<file path="src/rtl/mem_arbiter.sv">
// mem_arbiter: arbitrates between a fetch port (IReq_FE) and a memory-stage
// port (DReq_ME) for a single external memory port (MemReq_SY/MemAck_SY).
//
// Ports:
//   clk, reset             clock, synchronous active-high reset
//   IReq/IAddr/IData/IAck  fetch read port (_FE)
//   DReq/DWrite/DAddr/DWrDat/DRdDat/DAck  load/store port (_ME)
//   MemReq/MemWrite/MemAddr/MemWrDat/MemRdDat/MemAck  external port (_SY)
//   AnyStall               global pipeline stall
//   BusErr                 sticky timeout flag, cleared only by reset
//
// Parameter TIMEOUT_CYC: BUSY cycles without MemAck_SY before the transaction
// is aborted with zero data and BusErr set (1..65535).
//
// Optional macro MEM_ARBITER_RR_EN: when both sides request in IDLE, grant the
// side that lost the previous contested arbitration. Undefined: D beats I.
module mem_arbiter #(
  parameter int TIMEOUT_CYC = 255
) (
  input  logic        clk,
  input  logic        reset,
  input  logic        IReq_FE,
  input  logic [31:0] IAddr_FE,
  output logic [31:0] IData_FE,
  output logic        IAck_FE,
  input  logic        DReq_ME,
  input  logic        DWrite_ME,
  input  logic [31:0] DAddr_ME,
  input  logic [31:0] DWrDat_ME,
  output logic [31:0] DRdDat_ME,
  output logic        DAck_ME,
  output logic        MemReq_SY,
  output logic        MemWrite_SY,
  output logic [31:0] MemAddr_SY,
  output logic [31:0] MemWrDat_SY,
  input  logic [31:0] MemRdDat_SY,
  input  logic        MemAck_SY,
  output logic        AnyStall,
  output logic        BusErr
);

  typedef enum logic [1:0] {IDLE, BUSY_I, BUSY_D, RESP} state_t;

  localparam logic [15:0] TIMEOUT_VAL = 16'(TIMEOUT_CYC);

  state_t      state, stateNext;
  logic [15:0] waitCnt;
  logic        busy;
  logic        grantI, grantD;
  logic        timeoutHit;
  logic        bothReq;

`ifdef MEM_ARBITER_RR_EN
  logic        lastD;  // 1 = D won the last contested arbitration
`endif

  assign busy      = (state == BUSY_I) || (state == BUSY_D);
  assign MemReq_SY = busy;
  assign bothReq   = IReq_FE & DReq_ME;
  // Acks are flops, so the stall is a cheap decode of registered state.
  assign AnyStall  = (IReq_FE & ~IAck_FE) | (DReq_ME & ~DAck_ME);
  // An ack in the same cycle as the limit wins over the timeout.
  assign timeoutHit = busy & ~MemAck_SY & ((waitCnt + 16'd1) == TIMEOUT_VAL);

  always_comb begin
    stateNext = state;
    grantI    = 1'b0;
    grantD    = 1'b0;
    case (state)
      IDLE: begin
`ifdef MEM_ARBITER_RR_EN
        if (bothReq) begin
          grantI = lastD;
          grantD = ~lastD;
        end else begin
          grantD = DReq_ME;
          grantI = IReq_FE;
        end
`else
        grantD = DReq_ME;
        grantI = IReq_FE & ~DReq_ME;
`endif
        if (grantD)      stateNext = BUSY_D;
        else if (grantI) stateNext = BUSY_I;
      end
      BUSY_I, BUSY_D: if (MemAck_SY || timeoutHit) stateNext = RESP;
      RESP:           stateNext = IDLE;
      default:        stateNext = IDLE;
    endcase
  end

  always_ff @(posedge clk) begin
    if (reset) begin
      state       <= IDLE;
      waitCnt     <= '0;
      IAck_FE     <= 1'b0;
      DAck_ME     <= 1'b0;
      IData_FE    <= '0;
      DRdDat_ME   <= '0;
      MemWrite_SY <= 1'b0;
      MemAddr_SY  <= '0;
      MemWrDat_SY <= '0;
      BusErr      <= 1'b0;
`ifdef MEM_ARBITER_RR_EN
      lastD       <= 1'b0;
`endif
    end else begin
      state   <= stateNext;
      // One-cycle pulses, high exactly while in RESP for the served side.
      IAck_FE <= (state == BUSY_I) && (stateNext == RESP);
      DAck_ME <= (state == BUSY_D) && (stateNext == RESP);

      if (grantD) begin
        MemAddr_SY  <= DAddr_ME;
        MemWrite_SY <= DWrite_ME;
        MemWrDat_SY <= DWrDat_ME;
        waitCnt     <= '0;
      end else if (grantI) begin
        MemAddr_SY  <= IAddr_FE;
        MemWrite_SY <= 1'b0;
        MemWrDat_SY <= '0;
        waitCnt     <= '0;
      end

`ifdef MEM_ARBITER_RR_EN
      // Only contested grants move the flag; a lone request says nothing
      // about fairness between the two sides.
      if (state == IDLE && bothReq) lastD <= grantD;
`endif

      if (busy) begin
        if (MemAck_SY) begin
          if (state == BUSY_I)      IData_FE  <= MemRdDat_SY;
          else if (!MemWrite_SY)    DRdDat_ME <= MemRdDat_SY;
        end else begin
          waitCnt <= waitCnt + 16'd1;
          if (timeoutHit) begin
            BusErr <= 1'b1;
            // Stores never touch the load data register, even on abort.
            if (state == BUSY_I)    IData_FE  <= '0;
            else if (!MemWrite_SY)  DRdDat_ME <= '0;
          end
        end
      end
    end
  end

endmodule

</file>
<file path="config.mk">
export PLATFORM = sky130hd
export DESIGN_NAME = mem_arbiter
export DESIGN_NICKNAME = d
export VERILOG_FILES = /design/src/rtl/mem_arbiter.sv
export SDC_FILE = /design/constraint.sdc
export NUM_CORES = 1
export LEC_CHECK = 0
export CAP_MARGIN = 20
export CORE_MARGIN = 10
export CORE_UTILIZATION = 39
export CTS_CLUSTER_SIZE = 20
export DETAILED_ROUTE_END_ITERATION = 8
export PLACE_DENSITY_LB_ADDON = 0.3
export SLEW_MARGIN = 20
export SYNTH_ARGS = -nofsm -noshare
export SYNTH_HDL_FRONTEND = slang
export SYNTH_SLANG_ARGS = --single-unit
export TNS_END_PERCENT = 10
</file>
<file path="constraint.sdc">
create_clock -name clk -period 2.2 [get_ports clk]
set_input_delay 0.44 -clock clk [delete_from_list [all_inputs] [get_ports clk]]
set_output_delay 0.44 -clock clk [all_outputs]
set_load 0.01 [all_outputs]
</file>
Word-level counts from Yosys, hierarchy flattened
Cells that the tools add are included.
{"block": "word_totals", "mem_bits_rw": 0, "input_bits": 134, "latchBits": 0, "ff_bits": 150, "mem_bits_ro": 0, "mem_count": 0, "wordCells": 66, "output_inout_bits": 134}
{"block": "op_classes", "n_div": 0, "n_eq_ne": 7, "add_sub_neg": 1, "muxes": 26, "shifts": 0, "magnitude_cmp": 0, "n_bitwise": 11, "n_mul": 0, "n_reduce_logical": 11}
{"cell": "$mux 32", "n": 14}
{"cell": "$mux 16", "n": 4}
{"cell": "$add 16x1->16 const B", "n": 1}
{"cell": "$eq 16x8->1 const B", "n": 1}
{"cell": "$eq 2x2->1 const B", "n": 3}
{"cell": "$mux 2", "n": 3}
{"cell": "$pmux 2 s3", "n": 1}
{"cell": "$reduce_and 3->1", "n": 2}
{"cell": "$and 1x1->1", "n": 5}
{"cell": "$not 1->1", "n": 5}
{"cell": "$reduce_and 5->1", "n": 1}
{"cell": "$mux 1", "n": 4}
{"cell": "$ne 2x2->1 const B", "n": 2}
{"cell": "$reduce_bool 2->1", "n": 2}
{"cell": "$eq 2x1->1 const B", "n": 1}
{"cell": "$logic_and 1x1->1", "n": 2}
{"cell": "$logic_not 2->1", "n": 1}
{"cell": "$logic_or 1x1->1", "n": 2}
{"cell": "$reduce_or 2->1", "n": 1}
{"cell": "$or 1x1->1", "n": 1}

Longest topological paths before layout
Gate-level depths: netlist of the first run.
{"block": "logic_depth", "depth_word": 9, "depth_mapped": 8}

Worst setup path before layout of the first run
No wires, ideal clock.
{"block": "synth_path", "path_kind": "reg-to-reg", "startpoint": "register waitCnt[0]", "endpoint": "register DRdDat_ME[15]", "setup_time_ps": 141, "required_ps": 2059, "arrival_ps": 2174, "stages_incl_launch_ff": 9, "path_slack_ps": -114, "cell_sequence": "dfxtp_1 > ha_1 > nand3_2 > nor4_2 > mux2i_1 > nand4_1 > nor3_4 > buf_6 > nor3_2"}
{"block": "synth_between", "elab_chain_cells": 5, "elab_cells_between_ends": 6, "cone_classes": "add/sub: 1; eq/ne: 2; bitwise: 1; reduce/logical: 2"}
{"item": "start: declaration", "line_no": "47", "text": "logic [15:0] waitCnt;"}
{"item": "start signal: assignment", "line_no": "136", "text": "waitCnt <= waitCnt + 16'd1;"}
{"item": "$add 16x1->16 *", "line_no": "63", "text": "assign timeoutHit = busy & ~MemAck_SY & ((waitCnt + 16'd1) == TIMEOUT_VAL);"}
{"item": "$eq 16x8->1 *", "line_no": "63"}
{"item": "$and 1x1->1 *", "line_no": "63"}
{"item": "$ne 2x2->1 (no source line) / $reduce_bool 2->1 (equally long branches)"}
{"item": "$reduce_and 5->1 (no source line) *"}
{"item": "end signal: assignment", "line_no": "134", "text": "else if (!MemWrite_SY) DRdDat_ME <= MemRdDat_SY;"}
{"item": "end: declaration", "line_no": "30", "text": "output logic [31:0] DRdDat_ME,"}
Every way passes the cells marked *; elsewhere a longest branch is shown, timed or not.
A chain may end at the register's enable or synchronous reset.

Worst setup path after layout of the first run
{"block": "layout_path", "startpoint": "register waitCnt[6]", "endpoint": "register DRdDat_ME[29]"}
The elaborated chain is that of the path after synthesis.

==> results of run 1 <==
[per-layer routing]
layer / vias to the layer above / track usage / part of all wire
met4: 0 / 0.0510 / 0.011
met5: - / 0 / 0
met1: 3123 / 0.227 / 0.42
li1: 3242 / - / -
met3: 17 / 0.0924 / 0.12
met2: 260 / 0.303 / 0.46
[cells in the final DEF, fill, tap and decap left out, types with 2 or more instances in the layout]
master / count
a211oi_1: 2
a21oi_1: 47
a22oi_1: 65
a311oi_1: 35
a31oi_1: 7
buf_12: 12
buf_4: 44
buf_6: 3
clkbuf_16: 21
clkdlybuf4s50_1: 264
clkinvlp_4: 3
dfxtp_1: 141
dfxtp_2: 9
ha_1: 5
inv_1: 9
inv_6: 6
inv_8: 2
mux2i_1: 33
mux2i_2: 2
nand2_1: 83
nand2_2: 3
nand2b_1: 2
nand3_1: 2
nand3_4: 2
nand4_1: 3
nand4b_1: 2
nor2_1: 88
nor2b_1: 2
nor3_1: 7
nor3_2: 30
nor4_4: 3
o21ai_0: 9
o22ai_1: 2
o311a_1: 2
o311ai_1: 30
xnor2_1: 4
[critical path: stages (launching register included)]
cell	delay (ns)
dfxtp_2	0.36
nand3_4	0.13
nor4_4	0.36
mux2i_2	0.29
buf_4	0.14
nand4_1	0.13
nor3_4	0.30
buf_12	0.16
clkbuf_16	0.16
nor3_2	0.05
[cell families after synthesis]
group / share of synthesized area
AO/OA/AOI/OAI: 0.231
XOR/XNOR: 0.00663
adder cells (fa/ha/maj): 0.0114
buffers and inverters: 0.0516
flip-flops: 0.455
multiplexers: 0.0531
AND/OR/NAND/NOR: 0.191
[final cells by class]
type | instances | area (µm²) | area share
Sequential cell | 150 | 3010 | 0.284
Tap cell | 220 | 275 | 0.0259
Multi-Input combinational cell | 499 | 3360 | 0.316
Clock buffer | 18 | 429 | 0.0404
Timing Repair Buffer | 329 | 3370 | 0.317
Inverter | 9 | 33.8 | 0.00318
Clock inverter | 14 | 141 | 0.0133
[worst paths after layout]
path	slack [ns]	from	endpoint
setup / recovery	-0.01	waitCnt[6]$_SDFF_PP0_	DRdDat_ME[29]$_SDFFE_PP0P_
hold / removal	0.46	reset	waitCnt[7]$_SDFF_PP0_
setup reg to reg	-0.01	waitCnt[6]$_SDFF_PP0_	DRdDat_ME[29]$_SDFFE_PP0P_
hold reg to reg	0.48	waitCnt[6]$_SDFF_PP0_	waitCnt[6]$_SDFF_PP0_
[per-stage QoR]
| step | power [mW] | TNS (ns) | utilization |
|---|---|---|---|
| after global placement | 4.50 | -0.257 | 0.589 |
| after floorplan | 3.68 | 0 | - |
| after detailed placement | 4.52 | -1.28 | 0.589 |
| final | 7.31 | -0.130 | 0.641 |
| after CTS | 7.38 | 0 | 0.624 |
| after global routing | 7.62 | -3.18 | 0.641 |
[report_power, final]
group          internal, mW  leakage, nW  total, mW  switching (mW)
sequential             2.89         1.23       2.99          0.0943
clock                  1.59        0.273       2.86            1.27
combinational         0.773         2.57       1.47           0.695
[registers in the layout (all words and copies together) (netlist names)]
register / count
BusErr: 1
DAck_ME: 1
DRdDat_ME: 32
IAck_FE: 1
IData_FE: 32
MemAddr_SY: 32
MemWrDat_SY: 32
MemWrite_SY: 1
state: 2
waitCnt: 16
[repair_timing]
action / in CTS / in global routing
buffers inserted: 1 / 8
hold buffers: 0 / 0
gates cloned: 0 / 5
resized for setup: 4 / 21
endpoints found under the setup margin: 27 / 69
pin swaps: 1 / 14
==> results.cfg, run 1 <==
[layout]
antennaDiodeCount = 0
final_cells = 1239
fin_nets = 1146
fill_cells = 1445
stdcell_area_mm2 = 0.0106
layout-drive-gt1-share = 0.156
areaGrowthSynthToFinish_pct = 60.9

[place]
hpwl_um = 16500
gp_congestion = 0.853
placed_area_mm2 = 0.00976
port_buffers = 267
place_ws_ns = -0.101
placed_cells = 1193

[clocking]
clk_pin_slew_ns = 0.06
cts_buffer_depth = 2
cts_buffers = 17
cts_sinks = 150
clock_latency_ns = 0.43
cts_tree = done
clock-root-buffer = clkbuf_16
cts-htree-levels = 4

[synthesis]
synth-main-ff-cell = dfxtp_1
ys_types = 54
yosysTopAreaCell = dfxtp_1
yosysSeqAreaShare = 0.455
synth_edf_count = 0
syn-num-nets = 866
ys_warn_count = 0
yosys-top-cells-count = dfxtp_1 (150), nor2_1 (89), nand2_1 (84)
syn_avg_cell_area_um2 = 9.09
syn_area_mm2 = 0.00660
yosys-top-cells-area = dfxtp_1 (45%), a22oi_1 (7.4%), mux2i_1 (5.3%), nor2_1 (5.1%), nand2_1 (4.8%)
yosysTopAreaCellShare = 0.455
syn_inst = 726
ys_ff_latch = 150
async_flop_share = 0
synth_most_common_cell = dfxtp_1

[timing]
finalHoldViolations = 0
min_period_ns = 2.21
relSlewSlack = 0.670
fin_skew_ns = 0.00748
setup_viol = 16
finalMaxSlewViolations = 0
tightest_slew_ns = 0.495
hold_slack_ns = 0.464
fin_ws_ns = -0.0127
fin_crit_sh = 1.01
max_freq_mhz = 452
rsz0062_at_grt = yes

[die]
die_area_mm2 = 0.0225
core-area_mm2 = 0.0166
initial_core_util = 0.398
dieHeight_um = 150
io_pins = 268
core.rowCount = 47
dieWidth_um = 150

[routing]
vias = 6642
wl_um = 23500
routed_via_density = 5.36
drc = 0
dr.pass1.iters = 5
drt_iter0_drc = 412
wl_per_cell_um = 19.0
antenna_left = 0

[power]
peakVddDrop_mv = 0.559
leakage_nw = 4.07
power_density_mw_per_mm2 = 689

[min_path]
hold_path_class = input pin to flop
min_delay_path_depth = 2

[global_routing]
track_usage = 0.191
grt_pass1_vias = 6432
antenna_found_initial = 0
grt_max_degree = 65
overflow = 0
grt_pass1_wl_um = 34800

[critical_path]
crit_required_ns = 2.50
rr_worst_depth = 9
end_kind = flop
worstSetupPathType = flop to flop
critical_path.max_fanout = 8
worstSetupStartpointType = flop
cp.arrival_ns = 2.51

[status]
status = complete, but fails checks
violations = setup timing

[job]
max_cap_violations = 0
No activity file was read; power rests on OpenSTA's default activity.
==> inputs of run 2 (changes only) <==
--- a/config.mk
+++ b/config.mk
@@ -5,6 +5,8 @@
 export SDC_FILE = /design/constraint.sdc
 export NUM_CORES = 1
 export LEC_CHECK = 0
+export ABC_AREA = 0
+export ABC_CLOCK_PERIOD_IN_PS = 2200
 export CAP_MARGIN = 20
 export CORE_MARGIN = 10
 export CORE_UTILIZATION = 39
==> results of run 2 <==
Same layout as run 1: the final DEF is identical, and so are final timing and power.
==> inputs of run 3 (changes only) <==
--- a/config.mk
+++ b/config.mk
@@ -6,10 +6,10 @@
 export NUM_CORES = 1
 export LEC_CHECK = 0
 export ABC_AREA = 0
-export ABC_CLOCK_PERIOD_IN_PS = 2200
+export ABC_CLOCK_PERIOD_IN_PS = 2800
 export CAP_MARGIN = 20
 export CORE_MARGIN = 10
-export CORE_UTILIZATION = 39
+export CORE_UTILIZATION = 46
 export CTS_CLUSTER_SIZE = 20
 export DETAILED_ROUTE_END_ITERATION = 8
 export PLACE_DENSITY_LB_ADDON = 0.3
==> constraint.sdc (replaced) <==
create_clock -name clk -period 2.8 [get_ports clk]
set_input_delay 0.56 -clock clk [delete_from_list [all_inputs] [get_ports clk]]
set_output_delay 0.56 -clock clk [all_outputs]
set_load 0.01 [all_outputs]
==> run 3 against run 2 <==
  * The flow now finishes without violations
  * Largest power group is now the clock network
  * Clock skew rose by 0.0022 ns
  * Via count is 2.2% lower
  * Critical path type unchanged
  * Sequential share of layout area grew 1.2 points
  * Combinational power down 23%
  * Power decreased by 18%
  * Register-to-register slack better by 0.23 ns
  * Maximum frequency down 14%
  * Sequential power fell by 21%
==> results.cfg, run 3 (synthesized netlist as in run 1, its figures left out) <==
[status]
status = finished clean

[clocking]
clock_latency_ns = 0.42
clk_pin_slew_ns = 0.06
cts_buffers = 17
cts_tree = done
cts_buffer_depth = 2
cts_sinks = 150
cts-htree-levels = 4
hold_buffers = 0
clock-root-buffer = clkbuf_16

[place]
gp_congestion = 0.890
port_buffers = 267
placed_area_mm2 = 0.00949
place_ws_ns = 0.188
hpwl_um = 16400

[die]
initial_core_util = 0.472
io_pins = 268
core.rowCount = 43
dieHeight_um = 140
dieWidth_um = 140
die_area_mm2 = 0.0195
core-area_mm2 = 0.0140

[critical_path]
critical_path.max_fanout = 20
worstSetupStartpointType = flop
worstSetupPathType = flop to flop
cp.arrival_ns = 2.85
crit_required_ns = 3.07
rrSetupSlack_ns = 0.22
crit_chain = ha_1, nand3_2, nor4_2, mux2i_2, nand2_4, buf_12, o311ai_1, a21oi_1
end_kind = flop
slowest_delay_ns = 0.45
slowest_stage = dfxtp_1

[job]
max_cap_violations = 0

[power]
finalPower_mw = 6.02
peakVddDrop_mv = 0.556
power_density_mw_per_mm2 = 592
leakage_nw = 3.85

[timing]
finalHoldViolations = 0
setup_tns_ns = 0
fin_crit_sh = 0.922
fin_skew_ns = 0.00968
max_freq_mhz = 388
setup_viol = 0
finalMaxSlewViolations = 0
relSlewSlack = 0.535
tightest_slew_ns = 0.697
fin_ws_ns = 0.220
rsz0062_at_grt = no
min_period_ns = 2.58

[global_routing]
grt_pass1_vias = 6332
overflow = 0
grt_pass1_wl_um = 34800
grt_max_degree = 65
antenna_found_initial = 0
track_usage = 0.218

[routing]
drc = 0
drt_iter0_drc = 441
wl_per_cell_um = 19.4
routed_via_density = 5.59
dr.pass1.iters = 5
antenna_left = 0
vias = 6495
wl_um = 22600

[layout]
layout-drive-gt1-share = 0.109
final_common_cell = clkdlybuf4s50_1
stdcell_area_mm2 = 0.0102
final_cell_mix = clkdlybuf4s50_1 (266), dfxtp_1 (150), nor2_1 (88), nand2_1 (83), a22oi_1 (65)
antennaDiodeCount = 0
areaGrowthSynthToFinish_pct = 53.9
fill_cells = 1050
fin_nets = 1109

[min_path]
hold_path_class = flop to flop
==> run 3: path summary, 6_finish.rpt <==
check             depth (start not counted)                startpoint                        to
hold / removal                            2  IData_FE[5]$_SDFFE_PP0P_  IData_FE[5]$_SDFFE_PP0P_
setup reg to reg                          8     waitCnt[0]$_SDFF_PP0_  IData_FE[6]$_SDFFE_PP0P_
hold reg to reg                           2  IData_FE[5]$_SDFFE_PP0P_  IData_FE[5]$_SDFFE_PP0P_
setup / recovery                          8     waitCnt[0]$_SDFF_PP0_  IData_FE[6]$_SDFFE_PP0P_
==> run 3: metal layers <==
metal,track usage,wire length [µm],vias up,part of all wire
met2,0.350,10500,263,0.47
met4,0.0587,314,0,0.014
met1,0.244,9020,3043,0.40
li1,-,-,3167,-
met3,0.118,2750,22,0.12
met5,0,0,-,0
==> run 3: per-stage QoR <==
step,cells,hold WS (ns),util
after CTS,1162,0.496,0.725
after global routing,1162,0.505,0.726
after global placement,1130,0.472,0.678
after detailed placement,1130,0.486,0.678
final,1162,0.492,0.726
after floorplan,726,0.471,-
==> run 3: worst max-delay path: cells and delay by family, from the launching register on <==
family	cells	cell delay, ns
adder cells (fa/ha/maj)	1	0.32
buffers and inverters	1	0.21
AND/OR/NAND/NOR	3	0.69
multiplexers	1	0.34
AO/OA/AOI/OAI	2	0.41
flip-flops	1	0.45
==> run 3: repair_timing <==
item                                    4_1_cts  5_1_grt
endpoints found under the setup margin        0       13
resized for setup                             0        2
buffers inserted                              0        0
==> run 3: area by class of cell <==
| cell class | count | area (µm²) | area share |
|---|---|---|---|
| clock buffer | 24 | 492 | 0.0484 |
| clock inverter | 8 | 168 | 0.0165 |
| sequential | 150 | 3000 | 0.296 |
| multi-input combinational | 499 | 3280 | 0.323 |
| inverter | 9 | 33.8 | 0.00333 |
| tap | 180 | 225 | 0.0222 |
| timing repair buffer | 292 | 2960 | 0.291 |
==> run 3: power breakdown <==
group          total, mW  switching, mW  internal (mW)
logic               1.13          0.543          0.591
clock network       2.53          0.858           1.67
registers           2.35         0.0767           2.27
total               6.02           1.48           4.54
